### config.mk
export PLATFORM = sky130hd
export DESIGN_NAME = alu_rle_flat
export DESIGN_NICKNAME = d
export VERILOG_FILES = /design/src/rtl/alu_rle_if.sv /design/src/rtl/alu_rle.sv /design/src/flat_wrapper.sv
export SDC_FILE = /design/constraint.sdc
export NUM_CORES = 1
export LEC_CHECK = 0
export ABC_AREA = 1
export ABC_CLOCK_PERIOD_IN_PS = 3500
export CORE_MARGIN = 2
export CORE_UTILIZATION = 35
export CTS_CLUSTER_DIAMETER = 40
export DETAILED_ROUTE_END_ITERATION = 16
export GPL_TIMING_DRIVEN = 0
export MAX_ROUTING_LAYER = met4
export PLACE_DENSITY = 0.58
export REMOVE_ABC_BUFFERS = 1
export SKIP_CTS_REPAIR_TIMING = 1
export SLEW_MARGIN = 40
export SYNTH_ARGS = -nofsm -noshare
export SYNTH_HDL_FRONTEND = slang
export SYNTH_SLANG_ARGS = --single-unit
### constraint.sdc
create_clock -name clk -period 3.5 [get_ports clk]
set_input_delay 0.35 -clock clk [delete_from_list [all_inputs] [get_ports clk]]
set_output_delay 0.35 -clock clk [all_outputs]
set_load 0.02 [all_outputs]
### src/rtl/alu_rle_if.sv
// Handshake bundle for the run-length cell ALU: request channel (cell, opcode, count)
// and result channel (value plus zero/overflow flags).
interface alu_rle_if #(
    parameter int WIDTH = 8,
    parameter int CNT_W = 4
);
    logic             in_valid;
    logic             in_ready;
    logic [WIDTH-1:0] in_a;
    logic [1:0]       in_op;
    logic [CNT_W-1:0] in_count;
    logic             out_valid;
    logic             out_ready;
    logic [WIDTH-1:0] out;
    logic             out_zero;
    logic             out_ovf;

    modport master (
        output in_valid, in_a, in_op, in_count, out_ready,
        input  in_ready, out_valid, out, out_zero, out_ovf
    );

    modport slave (
        input  in_valid, in_a, in_op, in_count, out_ready,
        output in_ready, out_valid, out, out_zero, out_ovf
    );
endinterface

### src/rtl/alu_rle.sv
// Run-length cell ALU: applies one +/-1 step per clock for a collapsed +++/--- run,
// in wrap or saturate mode, and presents the result with zero/overflow flags.
module alu_rle #(
    parameter int WIDTH    = 8,
    parameter int CNT_W    = 4,
    parameter int SATURATE = 0
) (
    input  logic       clk,
    input  logic       rst_n,
    alu_rle_if.slave   bus
);
    localparam logic [1:0]       OP_NOP  = 2'b00;
    localparam logic [1:0]       OP_INC  = 2'b10;
    localparam logic [1:0]       OP_CLR  = 2'b11;
    localparam logic [WIDTH-1:0] VAL_MAX = {WIDTH{1'b1}};
    localparam logic [WIDTH-1:0] VAL_MIN = {WIDTH{1'b0}};
    localparam logic [CNT_W-1:0] CNT_0   = {CNT_W{1'b0}};

    typedef enum logic [1:0] {IDLE = 2'b00, BUSY = 2'b01, DONE = 2'b10} state_t;

    state_t           state_r, state_s;
    logic [WIDTH-1:0] acc_r, acc_s;
    logic [CNT_W-1:0] rem_r, rem_s;
    logic [1:0]       op_r, op_s;
    logic             ovf_r, ovf_s;
    logic             in_ready_r, out_valid_r, zero_r;

    logic [WIDTH-1:0] step_src_s, step_lim_s, step_val_s;
    logic [CNT_W-1:0] step_left_s;
    logic             step_up_s, step_ovf_s, step_stop_s;

    // Single-step unit: the accept edge steps from in_a, BUSY edges step from acc.
    // In saturate mode a step landing on the limit with steps still pending ends the
    // run at once, since every remaining step would be discarded anyway.
    always_comb begin
        if (state_r == IDLE) begin
            step_src_s  = bus.in_a;
            step_up_s   = (bus.in_op == OP_INC);
            step_left_s = bus.in_count - CNT_W'(1);
        end else begin
            step_src_s  = acc_r;
            step_up_s   = (op_r == OP_INC);
            step_left_s = rem_r - CNT_W'(1);
        end
        step_lim_s  = step_up_s ? VAL_MAX : VAL_MIN;
        step_val_s  = step_up_s ? step_src_s + WIDTH'(1) : step_src_s - WIDTH'(1);
        step_ovf_s  = 1'b0;
        step_stop_s = (step_left_s == CNT_0);
        if (step_src_s == step_lim_s) begin
            step_ovf_s = 1'b1;
            if (SATURATE != 0) begin
                step_val_s  = step_src_s;
                step_stop_s = 1'b1;
            end else begin
                step_stop_s = (step_left_s == CNT_0);
            end
        end else if ((SATURATE != 0) && (step_val_s == step_lim_s) && (step_left_s != CNT_0)) begin
            step_ovf_s  = 1'b1;
            step_stop_s = 1'b1;
        end else begin
            step_ovf_s = 1'b0;
        end
    end

    // Next-state and datapath update for the IDLE/BUSY/DONE sequencer.
    always_comb begin
        state_s = state_r;
        acc_s   = acc_r;
        rem_s   = rem_r;
        op_s    = op_r;
        ovf_s   = ovf_r;
        case (state_r)
            IDLE: begin
                if (bus.in_valid) begin
                    op_s    = bus.in_op;
                    ovf_s   = 1'b0;
                    rem_s   = CNT_0;
                    state_s = DONE;
                    if (bus.in_op == OP_CLR) begin
                        acc_s = VAL_MIN;
                    end else if ((bus.in_op == OP_NOP) || (bus.in_count == CNT_0)) begin
                        acc_s = bus.in_a;
                    end else begin
                        acc_s   = step_val_s;
                        ovf_s   = step_ovf_s;
                        rem_s   = step_left_s;
                        state_s = step_stop_s ? DONE : BUSY;
                    end
                end else begin
                    state_s = IDLE;
                end
            end
            BUSY: begin
                acc_s   = step_val_s;
                ovf_s   = ovf_r | step_ovf_s;
                rem_s   = step_left_s;
                state_s = step_stop_s ? DONE : BUSY;
            end
            DONE: begin
                if (bus.out_ready) begin
                    state_s = IDLE;
                end else begin
                    state_s = DONE;
                end
            end
            default: begin
                state_s = IDLE;
            end
        endcase
    end

    // State/datapath registers; handshake and flag outputs are registered from next state.
    always_ff @(posedge clk) begin
        if (!rst_n) begin
            state_r     <= IDLE;
            acc_r       <= VAL_MIN;
            rem_r       <= CNT_0;
            op_r        <= OP_NOP;
            ovf_r       <= 1'b0;
            in_ready_r  <= 1'b1;
            out_valid_r <= 1'b0;
            zero_r      <= 1'b1;
        end else begin
            state_r     <= state_s;
            acc_r       <= acc_s;
            rem_r       <= rem_s;
            op_r        <= op_s;
            ovf_r       <= ovf_s;
            in_ready_r  <= (state_s == IDLE);
            out_valid_r <= (state_s == DONE);
            zero_r      <= (acc_s == VAL_MIN);
        end
    end

    assign bus.in_ready  = in_ready_r;
    assign bus.out_valid = out_valid_r;
    assign bus.out       = acc_r;
    assign bus.out_zero  = zero_r;
    assign bus.out_ovf   = ovf_r;
endmodule

### src/flat_wrapper.sv
// flat-port wrapper written by rule: the top's interface ports become plain ports
module alu_rle_flat 
#(
    parameter int WIDTH    = 8,
    parameter int CNT_W    = 4,
    parameter int SATURATE = 0
)
  (clk, rst_n, bus_in_valid, bus_in_a, bus_in_op, bus_in_count, bus_out_ready, bus_in_ready, bus_out_valid, bus_out, bus_out_zero, bus_out_ovf);
  alu_rle_if #(.WIDTH(WIDTH), .CNT_W(CNT_W)) bus_i ();
  input  logic clk;
  input  logic rst_n;
  input wire logic [$bits(bus_i.in_valid)-1:0] bus_in_valid;
  input wire logic [$bits(bus_i.in_a)-1:0] bus_in_a;
  input wire logic [$bits(bus_i.in_op)-1:0] bus_in_op;
  input wire logic [$bits(bus_i.in_count)-1:0] bus_in_count;
  input wire logic [$bits(bus_i.out_ready)-1:0] bus_out_ready;
  output wire logic [$bits(bus_i.in_ready)-1:0] bus_in_ready;
  output wire logic [$bits(bus_i.out_valid)-1:0] bus_out_valid;
  output wire logic [$bits(bus_i.out)-1:0] bus_out;
  output wire logic [$bits(bus_i.out_zero)-1:0] bus_out_zero;
  output wire logic [$bits(bus_i.out_ovf)-1:0] bus_out_ovf;
  assign bus_i.in_valid = bus_in_valid;
  assign bus_i.in_a = bus_in_a;
  assign bus_i.in_op = bus_in_op;
  assign bus_i.in_count = bus_in_count;
  assign bus_i.out_ready = bus_out_ready;
  assign bus_in_ready = bus_i.in_ready;
  assign bus_out_valid = bus_i.out_valid;
  assign bus_out = bus_i.out;
  assign bus_out_zero = bus_i.out_zero;
  assign bus_out_ovf = bus_i.out_ovf;
  alu_rle #(.WIDTH(WIDTH), .CNT_W(CNT_W), .SATURATE(SATURATE)) u_core (.clk(clk), .rst_n(rst_n), .bus(bus_i));
endmodule
# ---- After elaboration in Yosys (flattened, before gate mapping)
# Index checks and enable logic that the tools add are counted.
# Widths: inputs -> output; s select.
dict set report word_totals {
  regBits 20
  inputBits 18
  output_inout_bits 12
  word_cells 55
}
dict set report op_classes {
  n_addsub 4
  n_eq_ne 8
  mux 24
  n_bitwise 1
  n_reduce_logical 10
}
# operator count
set ops {}
lappend ops {{$mux 8} 6}
lappend ops {{$mux 4} 4}
lappend ops {{$pmux 8 s2} 1}
lappend ops {{$eq 2x2->1 const B} 5}
lappend ops {{$mux 2} 5}
lappend ops {{$add 8x1->8 const B} 1}
lappend ops {{$eq 8x8->1} 1}
lappend ops {{$logic_not 4->1} 2}
lappend ops {{$logic_not 8->1} 1}
lappend ops {{$pmux 4 s2} 1}
lappend ops {{$sub 4x1->4 const B} 2}
lappend ops {{$sub 8x1->8 const B} 1}
lappend ops {{$logic_not 2->1} 3}
lappend ops {{$pmux 2 s3} 1}
lappend ops {{$mux 1} 5}
lappend ops {{$reduce_and 2->1} 2}
lappend ops {{$eq 2x1->1 const B} 1}
lappend ops {{$ne 2x2->1 const B} 1}
lappend ops {{$pmux 1 s2} 1}
lappend ops {{$reduce_bool 2->1} 1}
lappend ops {{$logic_or 1x1->1} 1}
lappend ops {{$or 1x1->1} 1}

# ---- Depth between registers and ports, before layout
dict set report logic_depth {
  ltp_word 9
  ltp_mapped 20
  depth_no_buf 20
}

# ---- Least setup slack after synthesis
# No wires, ideal clock.
dict set report synth_timing {
  path_type {reg2reg}
  start {register u_core.state_r[1]}
  end {register u_core.zero_r (netlist: u_core.bus.out_zero)}
  setup_time_ps 64
  arrival_time_ps 2295
  required_time_ps 3436
  slack_ps 1141
  stages_incl_launch_ff 21
  path_buffers 2
  synth_period_minus_slack_ps 2359
  cell_sequence {dfxtp_1 nor2_2 buf_6 buf_6 nand2_1 o21ai_1 inv_1 fa_1 inv_1 nand2_1 nand2_1 nand3_1 nand3_1 nand2_1 nand2_1 nand2_1 nor2_1 nand3_1 nor2_1 nor2_1 nor2_1}
}
dict set report synth_between {
  elab_chain_len 9
  elab_cells_between_ends 12
  classes_between {add/sub (2); eq/ne (1); mux (7); reduce/logical (2)}
}
# item line
set synth_rtl {}
lappend synth_rtl {{start: declaration} alu_rle.sv:21} ;# state_t state_r, state_s;
lappend synth_rtl {{start signal: assignment} alu_rle.sv:124} ;# state_r <= state_s;
lappend synth_rtl {{$logic_not 2->1} {alu_rle.sv:36, alu_rle.sv:72}}
lappend synth_rtl {{$mux 8} alu_rle.sv:36} ;# if (state_r == IDLE) begin
lappend synth_rtl {{$sub 8x1->8 or $add 8x1->8 (tied branches)} alu_rle.sv:46} ;# step_val_s = step_up_s ? step_src_s + WIDTH'(1) : step_src_s - WIDTH'(1);
lappend synth_rtl {{$mux 8} alu_rle.sv:46}
lappend synth_rtl {{$mux 8} alu_rle.sv:81} ;# end else if ((bus.in_op == OP_NOP) || (bus.in_count == CNT_0)) begin
lappend synth_rtl {{$mux 8} alu_rle.sv:79} ;# if (bus.in_op == OP_CLR) begin
lappend synth_rtl {{$mux 8} alu_rle.sv:74} ;# if (bus.in_valid) begin
lappend synth_rtl {{$pmux 8 s2 *} alu_rle.sv:72} ;# case (state_r)
lappend synth_rtl {{$logic_not 8->1 *} alu_rle.sv:131} ;# zero_r <= (acc_s == VAL_MIN);
lappend synth_rtl {{end signal: assignment} alu_rle.sv:131}
lappend synth_rtl {{end: declaration} alu_rle.sv:26} ;# logic in_ready_r, out_valid_r, zero_r;
# Mark *: on every way between the ends. The rest lies on a longest branch, timed or not.
# A chain may end at the register's enable or synchronous reset.

# ---- Worst setup path after layout
# Same ends and word-level chain as after synthesis.

==> results.json <==
{
  "p_per_area_nw_per_um2": 551,
  "yosys_most_used_dff": "dfxtp_1",
  "post_dp_cell_area_um2": 2100,
  "synthTopCellsByCount": "90 x nand2_1, 47 x inv_1, 24 x a21oi_1",
  "viasPerCell": 4.82,
  "rows": 25,
  "arrival_ns": 3.27,
  "num_vias": 1857,
  "grt_max_degree": 22,
  "rsz0062_at_grt": "no",
  "syn_area_um2": 1760,
  "maxSlewHeadroom_pct": 58.7,
  "crit_required_ns": 3.70,
  "fmax_mhz": 326,
  "postSynthCellCount": 290,
  "worstSetupEndpointType": "flip-flop",
  "ant_nets": 0,
  "ys_seq_area_share_pct": 22.8,
  "critPathKind": "reg -> reg",
  "antenna_found_initial": 0,
  "cp-start-kind": "flip-flop",
  "start_util_pct": 36.7,
  "die_w_um": 74.8,
  "layout.nets": 346,
  "synth-async-reset-ratio_pct": 0,
  "routabilityCongestion": 0.924,
  "fin_area_um2": 2170,
  "cts_root_buf": "clkbuf_8",
  "synthToLayoutAreaGrowth_pct": 23.6,
  "slew_violations": 0,
  "avgSynthCellArea_um2": 6.06,
  "power.ir.vdd_worst_uv": 232,
  "cts_made_buffers": 3,
  "yosysMostFrequentCell": "nand2_1",
  "fin_hold_ws_ns": 0.469,
  "avgRoutedWirePerCell_um": 12.5,
  "seq_area_um2": 400,
  "yosysTopAreaCell": "dfxtp_1",
  "clock_latency_ns": 0.27,
  "grt_pass1_vias": 1719,
  "cts.clk_slew.worst_paths_ns": 0.08,
  "tightest_slew_ns": 0.619,
  "multi_input_area_um2": 1140,
  "fp.coreArea_um2": 4790,
  "ys_ff_latch": 20,
  "wirelength_mm": 4.82,
  "hold_violations": 0,
  "place_hpwl_mm": 3.79,
  "leakage_nw": 1.07,
  "htreeDepth": 1,
  "antenna_cells": 0,
  "port_buffers": 29,
  "cts_tree": "done",
  "gr-total-overflow": 0,
  "setup_viol": 0,
  "period_share_pct": 87.6,
  "ys_warn_count": 0,
  "critPathMaxFanout": 21,
  "io_pins": 30,
  "synthTopCellsByArea": "dfxtp_1 23%, nand2_1 19%, inv_1 10%",
  "fillers": 548,
  "yosysUniqueCellTypes": 35,
  "die_h_um": 74.8,
  "cts_max_path_buffers": 2,
  "hp-class": "reg -> reg",
  "min_period_ns": 3.07,
  "cts_num_sinks": 20,
  "drc": 0,
  "drtPass1Iterations": 4,
  "outcome": "finished, final reports clean",
  "fin_skew_ns": 0.00863,
  "grt_pass1_wl_mm": 8.15,
  "finalPower_mw": 1.20,
  "cap_viol_max_count": 0,
  "setup_tns_ns": 0,
  "drtIter0Drc": 103,
  "grt_usage_pct": 19.5,
  "yosysTopAreaCellShare_pct": 22.8,
  "synth_edf_count": 0,
  "dieArea_um2": 5600,
  "drive_gt1_share_pct": 6.92
}
routing by layer:
layer  up-vias  part of all wire (%)  track usage, %
met2        43                    47            32.6
met5         -                     0               -
met4         0                  0.79            3.57
met3         5                   4.8            2.95
met1       821                    48            25.1
li1        988                     -               -
final timing paths:
check	startpoint	endpoint	slack, ns	cells past startpoint
max	u_core.state_r[1]	u_core.bus.out_zero	0.43	16
min	u_core.rem_r[1]	u_core.rem_r[1]	0.47	2
max reg2reg	u_core.state_r[1]	u_core.bus.out_zero	0.43	16
min reg2reg	u_core.rem_r[1]	u_core.rem_r[1]	0.47	2
registers in the layout (all words and copies together) (netlist names):
name                  cells
u_core.bus.out            8
u_core.rem_r              4
u_core.op_r               2
u_core.state_r            2
u_core.bus.in_ready       1
u_core.bus.out_ovf        1
u_core.bus.out_valid      1
u_core.bus.out_zero       1
cell type report:
cell class / count / share of cell area (%)
multi-input combinational: 217 / 52.7
sequential: 20 / 18.4
timing repair buffer: 29 / 13.4
inverter: 48 / 8.30
tap: 67 / 3.86
clock buffer: 3 / 1.90
clock inverter: 1 / 1.38
cells by family (layout without fill, tap and decap cells):
family,Yosys count,in the layout,synth area share (%)
buf+inv,53,81,12.3
simple gates,156,156,39.2
flops,20,20,22.8
compound gates,48,48,15.5
fa+ha+maj,9,9,6.84
xor+xnor,2,2,1.42
mux,2,2,1.85
stage by stage:
step	instances	setup WS (ns)	utilization, %
2_1_floorplan	285	0.782	-
3_3_place_gp	381	0.124	43.8
3_5_place_dp	381	0.479	43.9
4_1_cts	385	0.441	45.4
5_1_grt	385	0.106	45.4
6_report	385	0.434	45.4
worst max-delay path, cell delays in order (launching register included):
cell,delay [ns]
dfxtp_1,0.43
nor2_4,0.50
nand3_1,0.20
nand2_2,0.20
inv_1,0.13
ha_1,0.40
a21oi_1,0.13
or2_2,0.30
nand3_1,0.07
nand2_1,0.05
nand2_1,0.09
nor2_1,0.05
o21ai_0,0.15
nand2_1,0.07
nand2_1,0.08
nand2_1,0.05
nor2_1,0.07
layout by cell type, fill, tap and decap left out, types with 2 or more instances in the layout:
master	instances
a31oi_1	2
nand3b_1	2
or2_1	2
nand2_1	90
dfxtp_1	20
clkbuf_8	3
or2_2	2
nand4_1	7
nand3_1	23
o21ai_1	3
inv_1	47
nor2_2	4
nand2_2	2
o21ai_0	11
nor2_1	15
o21ai_2	2
nand3_2	2
nor3_1	4
o22ai_1	2
ha_1	8
a21oi_1	24
clkdlybuf4s50_1	29
report_power, final:
| group | leakage [nW] | switching, mW | internal (mW) | total, mW |
|---|---|---|---|---|
| registers | 0.165 | 0.0301 | 0.268 | 0.298 |
| logic | 0.871 | 0.409 | 0.255 | 0.664 |
| clock network | 0.0357 | 0.0812 | 0.153 | 0.234 |
No activity file was read; power rests on OpenSTA's default activity.
==> RTL edit 1 (same flow settings) <==
`SATURATE` is set to 0 in 2 places; all go to 1.
--- a/src/rtl/alu_rle.sv
+++ b/src/rtl/alu_rle.sv
@@ -5,3 +5,3 @@
     parameter int CNT_W    = 4,
-    parameter int SATURATE = 0
+    parameter int SATURATE = 1
 ) (
--- a/src/flat_wrapper.sv
+++ b/src/flat_wrapper.sv
@@ -5,3 +5,3 @@
     parameter int CNT_W    = 4,
-    parameter int SATURATE = 0
+    parameter int SATURATE = 1
 )
Behaviour: not the same (Yosys sat finds a counterexample within 4 cycles, from zero or initial values and one cycle with rst_n low).
==> RTL edit 1 against the original RTL <==
Routed wire length increased by 9.7%; setup slack got worse by 0.056 ns; area after synthesis increased by 9.8%; count of clock-buffer cells in the layout unchanged; sequential cell count unchanged; first-iteration DRC count increased by 15%; critical path depth increased by 2; global-route usage decreased by 1.4 points; final area increased by 7.4%; maximum frequency decreased by 1.8%; via count increased by 14%; critical path type unchanged; critical endpoint unchanged; highest routed layer unchanged.
Power is not compared: it rests on default switching activity, and its combinational part moved more than twofold at a synthesized area within 25%.
==> RTL edit 1: results (changes against the original RTL) <==
INFO  metric status = finished clean
INFO  metric antenna-diode-count = 0 (unchanged)
INFO  metric dr.pass1.iters = 5 (+1)
INFO  metric crit_path_max_incr_delay = 0.45 ns (-0.05 ns)
INFO  metric largest_register_ff_count = 8 (unchanged)
INFO  metric critPathTopFamily = simple AND/OR/NAND/NOR gates
INFO  metric setup_viol = 0 (unchanged)
INFO  metric worst_pin_slew = 0.701 ns (+0.0816 ns)
INFO  metric cts_buffers = 3 (unchanged)
INFO  metric post_drt_via_cell_ratio = 4.94 (+2.5%)
INFO  metric cts.reportedPaths.clkPinSlew = 0.08 ns (about the same)
INFO  metric count_leader_synth = sky130_fd_sc_hd__nand2_1
INFO  metric dominantRegCellSynth = sky130_fd_sc_hd__dfxtp_1
INFO  metric seqCellArea = 402 µm² (+0.31%)
INFO  metric worstPathArrival = 3.27 ns (about the same)
INFO  metric grt_first_pass_wirelength = 8.69 mm (+6.6%)
INFO  metric final-instance-count-excl-fill = 428 (+11%)
INFO  metric h-tree-depth = 1 (unchanged)
INFO  metric grt_start_max_net_pins = 31 (+41%)
INFO  metric class_of_the_most_critical_hold_timing_path = flop to flop
INFO  metric cts_root_buffer = sky130_fd_sc_hd__clkbuf_8
INFO  metric finalClockSkew = 0.00345 ns (-0.00518 ns)
INFO  metric gp_routability_congestion = 0.856 (-7.3%)
INFO  metric dp_worst_setup_slack = -0.172 ns (-0.651 ns)
INFO  metric yosys-top-cells-count = sky130_fd_sc_hd__nand2_1 (108), sky130_fd_sc_hd__inv_1 (35), sky130_fd_sc_hd__nor2_1 (33)
INFO  metric gr-usage-all-layers = 0.181 (-0.0137)
INFO  metric crit_slowest_cell = sky130_fd_sc_hd__ha_1
INFO  metric place_inst = 423 (+11%)
INFO  metric port-buffer-count = 29 (unchanged)
INFO  metric power_switching_share = 0.534
INFO  metric synth_warnings = 0 (unchanged)
INFO  metric number_of_design_rule_violations_left_by_the_first_detailed_router_iteration = 118 (+15%)
INFO  metric number_of_distinct_library_cells_after_synthesis = 32 (-8.6%)
INFO  metric ys_seq_area_frac = 0.208 (-0.0203)
INFO  metric synth_async_sr_flop_share = 0 (unchanged)
INFO  metric clockBufferDepth = 2 (unchanged)
INFO  metric cp_max_fo = 11 (-48%)
INFO  metric nNetsFinal = 384 (+11%)
INFO  metric synth_top_cells_by_area = sky130_fd_sc_hd__nand2_1 (21%), sky130_fd_sc_hd__dfxtp_1 (21%), sky130_fd_sc_hd__a21oi_1 (7.0%)
INFO  metric routed_wire_per_std_cell = 12.4 µm (-1.3%)
INFO  metric place_hpwl = 4.07 mm (+7.3%)
INFO  metric postPlaceCellArea = 0.00223 mm² (+6.4%)
INFO  metric avgSynthCellArea = 5.83 µm² (-3.8%)
INFO  metric static-leakage-power = about 1.1 nW
INFO  metric n_fill_cell = 599 (+9.3%)
INFO  metric first_global_vias = 1979 (+15%)
INFO  metric final_layout_size_suffix_gt1_frac = 0.0730 (+0.00385)
-- RTL edit 1: cell types whose count changed in the layout (fill, tap and decap cells not counted), sizes merged, moves of 3 or more --
cell    unedited run  this run
xor2               0         4
o21ai             16        29
a21oi             26        29
or2                5         2
nand3             25        22
clkinv             0         3
nor2              20        35
nand2             92       118
inv               48        36
-- RTL edit 1: power by group through the flow --
stage / clock network, mW / logic (mW) / registers [mW]
6_report: 0.233 / 1.71 / 0.358
5_1_grt: 0.253 / 1.94 / 0.370
4_1_cts: 0.243 / 1.68 / 0.356
3_5_place_dp: 0 / 1.67 / 0.360
3_3_place_gp: 0 / 1.67 / 0.359
2_1_floorplan: 0 / 1.21 / 0.410
-- RTL edit 1: cell type report --
class,instances,area share
Multi-Input combinational cell,264,0.571
Sequential cell,20,0.172
Timing Repair Buffer,29,0.124
Inverter,39,0.0628
Tap cell,72,0.0386
Clock buffer,3,0.0177
Clock inverter,1,0.0129
-- RTL edit 1: worst paths after layout --
kind,start,endpoint,slack (ns),cells past startpoint
setup / recovery,u_core.state_r[1],u_core.bus.out_zero,0.38,18
hold / removal,u_core.rem_r[0],u_core.rem_r[0],0.47,2
hold reg to reg,u_core.rem_r[0],u_core.rem_r[0],0.47,2
setup reg to reg,u_core.state_r[1],u_core.bus.out_zero,0.38,18
-- RTL edit 1: logic make-up after synthesis --
group	after synthesis	synth area share
xor+xnor	6	0.0273
buf+inv	48	0.114
flops	20	0.208
fa+ha+maj	9	0.0623
simple gates	185	0.412
compound gates	63	0.177
-- RTL edit 1: metal layers --
metal	routed length [µm]	GRT usage
met1	2400	0.220
met2	2570	0.322
met3	279	0.0253
met4	38	0.0316
met5	0	-
==> RTL edit 2 (same settings) <==
Without the edit above. Encoding of `state_t`: now one-hot (3 bits for 3 states).
--- a/src/rtl/alu_rle.sv
+++ b/src/rtl/alu_rle.sv
@@ -18,3 +18,3 @@
 
-    typedef enum logic [1:0] {IDLE = 2'b00, BUSY = 2'b01, DONE = 2'b10} state_t;
+    typedef enum logic [2:0] {IDLE = 3'b001, BUSY = 3'b010, DONE = 3'b100} state_t;
 
Check against the original RTL: same outputs for any inputs over 10 cycles, from zero or initial values and one cycle with rst_n low; not proved beyond that.
==> RTL edit 2 against the original RTL <==
Area after synthesis decreased by 5.8%; clock skew decreased by 0.0025 ns; setup slack improved by 0.061 ns; global-route usage decreased by 2.5 points; routed wire length decreased by 14%; final area decreased by 6.7%; sequential cell count increased by 1; hold slack got worse by 0.00094 ns; via count decreased by 11%; critical path type unchanged; critical endpoint unchanged.
Power is not compared: it rests on default switching activity, and its combinational part moved more than twofold at a synthesized area within 25%.
==> RTL edit 2: results (changes against the original RTL) <==
INFO  metric achievable-frequency = 0.333 GHz (+2.0%)
INFO  metric dr.pass1.iters = 4 (unchanged)
INFO  metric port-buffer-count = 29 (unchanged)
INFO  metric reg2reg_slack = 0.49 ns (+0.06 ns)
INFO  metric status = finished clean
INFO  metric clockBufferDepth = 2 (unchanged)
INFO  metric cp_max_fo = 22 (+4.8%)
INFO  metric dominantRegCellSynth = sky130_fd_sc_hd__dfxtp_1
INFO  metric grt_start_max_net_pins = 23 (+4.5%)
INFO  metric first_global_vias = 1468 (-15%)
INFO  metric place_hpwl = 3.18 mm (-16%)
INFO  metric dp_worst_setup_slack = 0.303 ns (-0.176 ns)
INFO  metric routed_wire_per_std_cell = 12.1 µm (-3.7%)
INFO  metric n_fill_cell = 499 (-8.9%)
INFO  metric yosys-top-cells-count = sky130_fd_sc_hd__nand2_1 (80), sky130_fd_sc_hd__inv_1 (35), sky130_fd_sc_hd__nand3_1 (22)
INFO  metric antenna-diode-count = 0 (unchanged)
INFO  metric ys_seq_area_frac = 0.254 (+0.0260)
INFO  metric number_of_design_rule_violations_left_by_the_first_detailed_router_iteration = 98 (-4.9%)
INFO  metric final_layout_size_suffix_gt1_frac = 0.0969 (+0.0277)
INFO  metric gr-usage-all-layers = 0.170 (-0.0247)
INFO  metric synth_top_cells_by_area = sky130_fd_sc_hd__dfxtp_1 (25%), sky130_fd_sc_hd__nand2_1 (18%), sky130_fd_sc_hd__inv_1 (7.9%)
INFO  metric worst-setup-path-type = flop to flop
INFO  metric clkLatencyLatePin = approximately 0.26 ns
INFO  metric largest_register_ff_count = 8 (unchanged)
INFO  metric worstPathArrival = 3.21 ns (-0.06 ns)
INFO  metric crit_path_max_incr_delay = 0.40 ns (-0.10 ns)
INFO  metric synth_async_sr_flop_share = 0 (unchanged)
INFO  metric cts_root_buffer = sky130_fd_sc_hd__clkbuf_8
INFO  metric crit_slowest_cell = sky130_fd_sc_hd__ha_1
INFO  metric critical_path.reg2reg.startpoint = u_core.state_r[1]
INFO  metric nNetsFinal = 317 (-8.4%)
INFO  metric finalClockSkew = 0.00613 ns (-0.00250 ns)
INFO  metric h-tree-depth = 1 (unchanged)
INFO  metric cts.reportedPaths.clkPinSlew = 0.08 ns (about the same)
INFO  metric power.ir.vdd_worst = roughly 0.47 mV
INFO  metric hold_violations = 0 (unchanged)
INFO  metric cts_buffers = 3 (unchanged)
INFO  metric synth_warnings = 0 (unchanged)
INFO  metric worst_setup_endpoint = u_core.bus.out_zero
INFO  metric number_of_distinct_library_cells_after_synthesis = 38 (+8.6%)
INFO  metric dr_total_vias = 1644 (-11%)
INFO  metric class_of_the_most_critical_hold_timing_path = flop to flop
INFO  metric rr_worst_depth = 18 (+2)
INFO  metric gp_routability_congestion = 0.814 (-12%)
INFO  metric static-leakage-power = 0.977 nW
INFO  metric slew_headroom = 0.600 (+0.0129)
INFO  metric grt_antenna_before_repair = 0 (unchanged)
INFO  metric grt_first_pass_wirelength = 6.81 mm (-16%)
[RTL edit 2: cell type report]
class                   count  area (µm²)  share of cell area
well taps                  54        67.6              0.0334
clock inverters             1        5.00             0.00247
flip-flops and latches     21         420               0.208
multi-input cells         194        1050               0.517
clock buffers               3        41.3              0.0204
inverters                  41         154              0.0760
repair buffers             29         290               0.143
[RTL edit 2: worst min-delay path by stage]
stage                               start                  end  depth (start not counted)  slack [ns]
after floorplan                     rst_n  u_core.bus.out_zero                          1        0.42
after global placement    u_core.rem_r[0]      u_core.rem_r[0]                          2        0.45
after detailed placement  u_core.rem_r[0]      u_core.rem_r[0]                          2        0.46
after CTS                 u_core.rem_r[0]      u_core.rem_r[0]                          2        0.48
after global routing      u_core.rem_r[0]      u_core.rem_r[0]                          2        0.49
final                     u_core.rem_r[0]      u_core.rem_r[0]                          2        0.47
[RTL edit 2: per-layer routing]
metal | part of all wire | global-route usage | vias up
met2 | 0.44 | 0.263 | 39
li1 | - | - | 888
met3 | 0.049 | 0.0331 | 2
met1 | 0.50 | 0.235 | 715
met4 | 0.0060 | 0.0247 | 0
met5 | 0 | - | -
[RTL edit 2: cells by family after synthesis]
logic type,after synthesis,share of synthesized area
multiplexers,1,0.00605
adder cells (fa/ha/maj),9,0.0726
buffers and inverters,46,0.119
XOR/XNOR,3,0.0159
flip-flops,21,0.254
AND/OR/NAND/NOR,149,0.407
AO/OA/AOI/OAI,32,0.125
[RTL edit 2: metrics by stage]
stage / instance area, µm² / instances
after floorplan: 1610 / 256
after global routing: 2020 / 343
after global placement: 1970 / 339
after CTS: 2020 / 343
after detailed placement: 1970 / 339
final: 2020 / 343
[RTL edit 2: worst max-delay path, delay by kind of cell, from the launching register on]
| family | cells | cell delay [ns] |
|---|---|---|
| AND/OR/NAND/NOR | 12 | 1.33 |
| buffers and inverters | 4 | 0.59 |
| adder cells (fa/ha/maj) | 1 | 0.40 |
| flip-flops | 1 | 0.34 |
| AO/OA/AOI/OAI | 1 | 0.25 |
[RTL edit 2: power by group]
part | internal (mW) | leakage [nW] | switching, mW
logic | 0.620 | 0.779 | 1.03
registers | 0.328 | 0.173 | 0.0574
clock network | 0.0793 | 0.0255 | 0.0823
total | 1.03 | 0.977 | 1.17
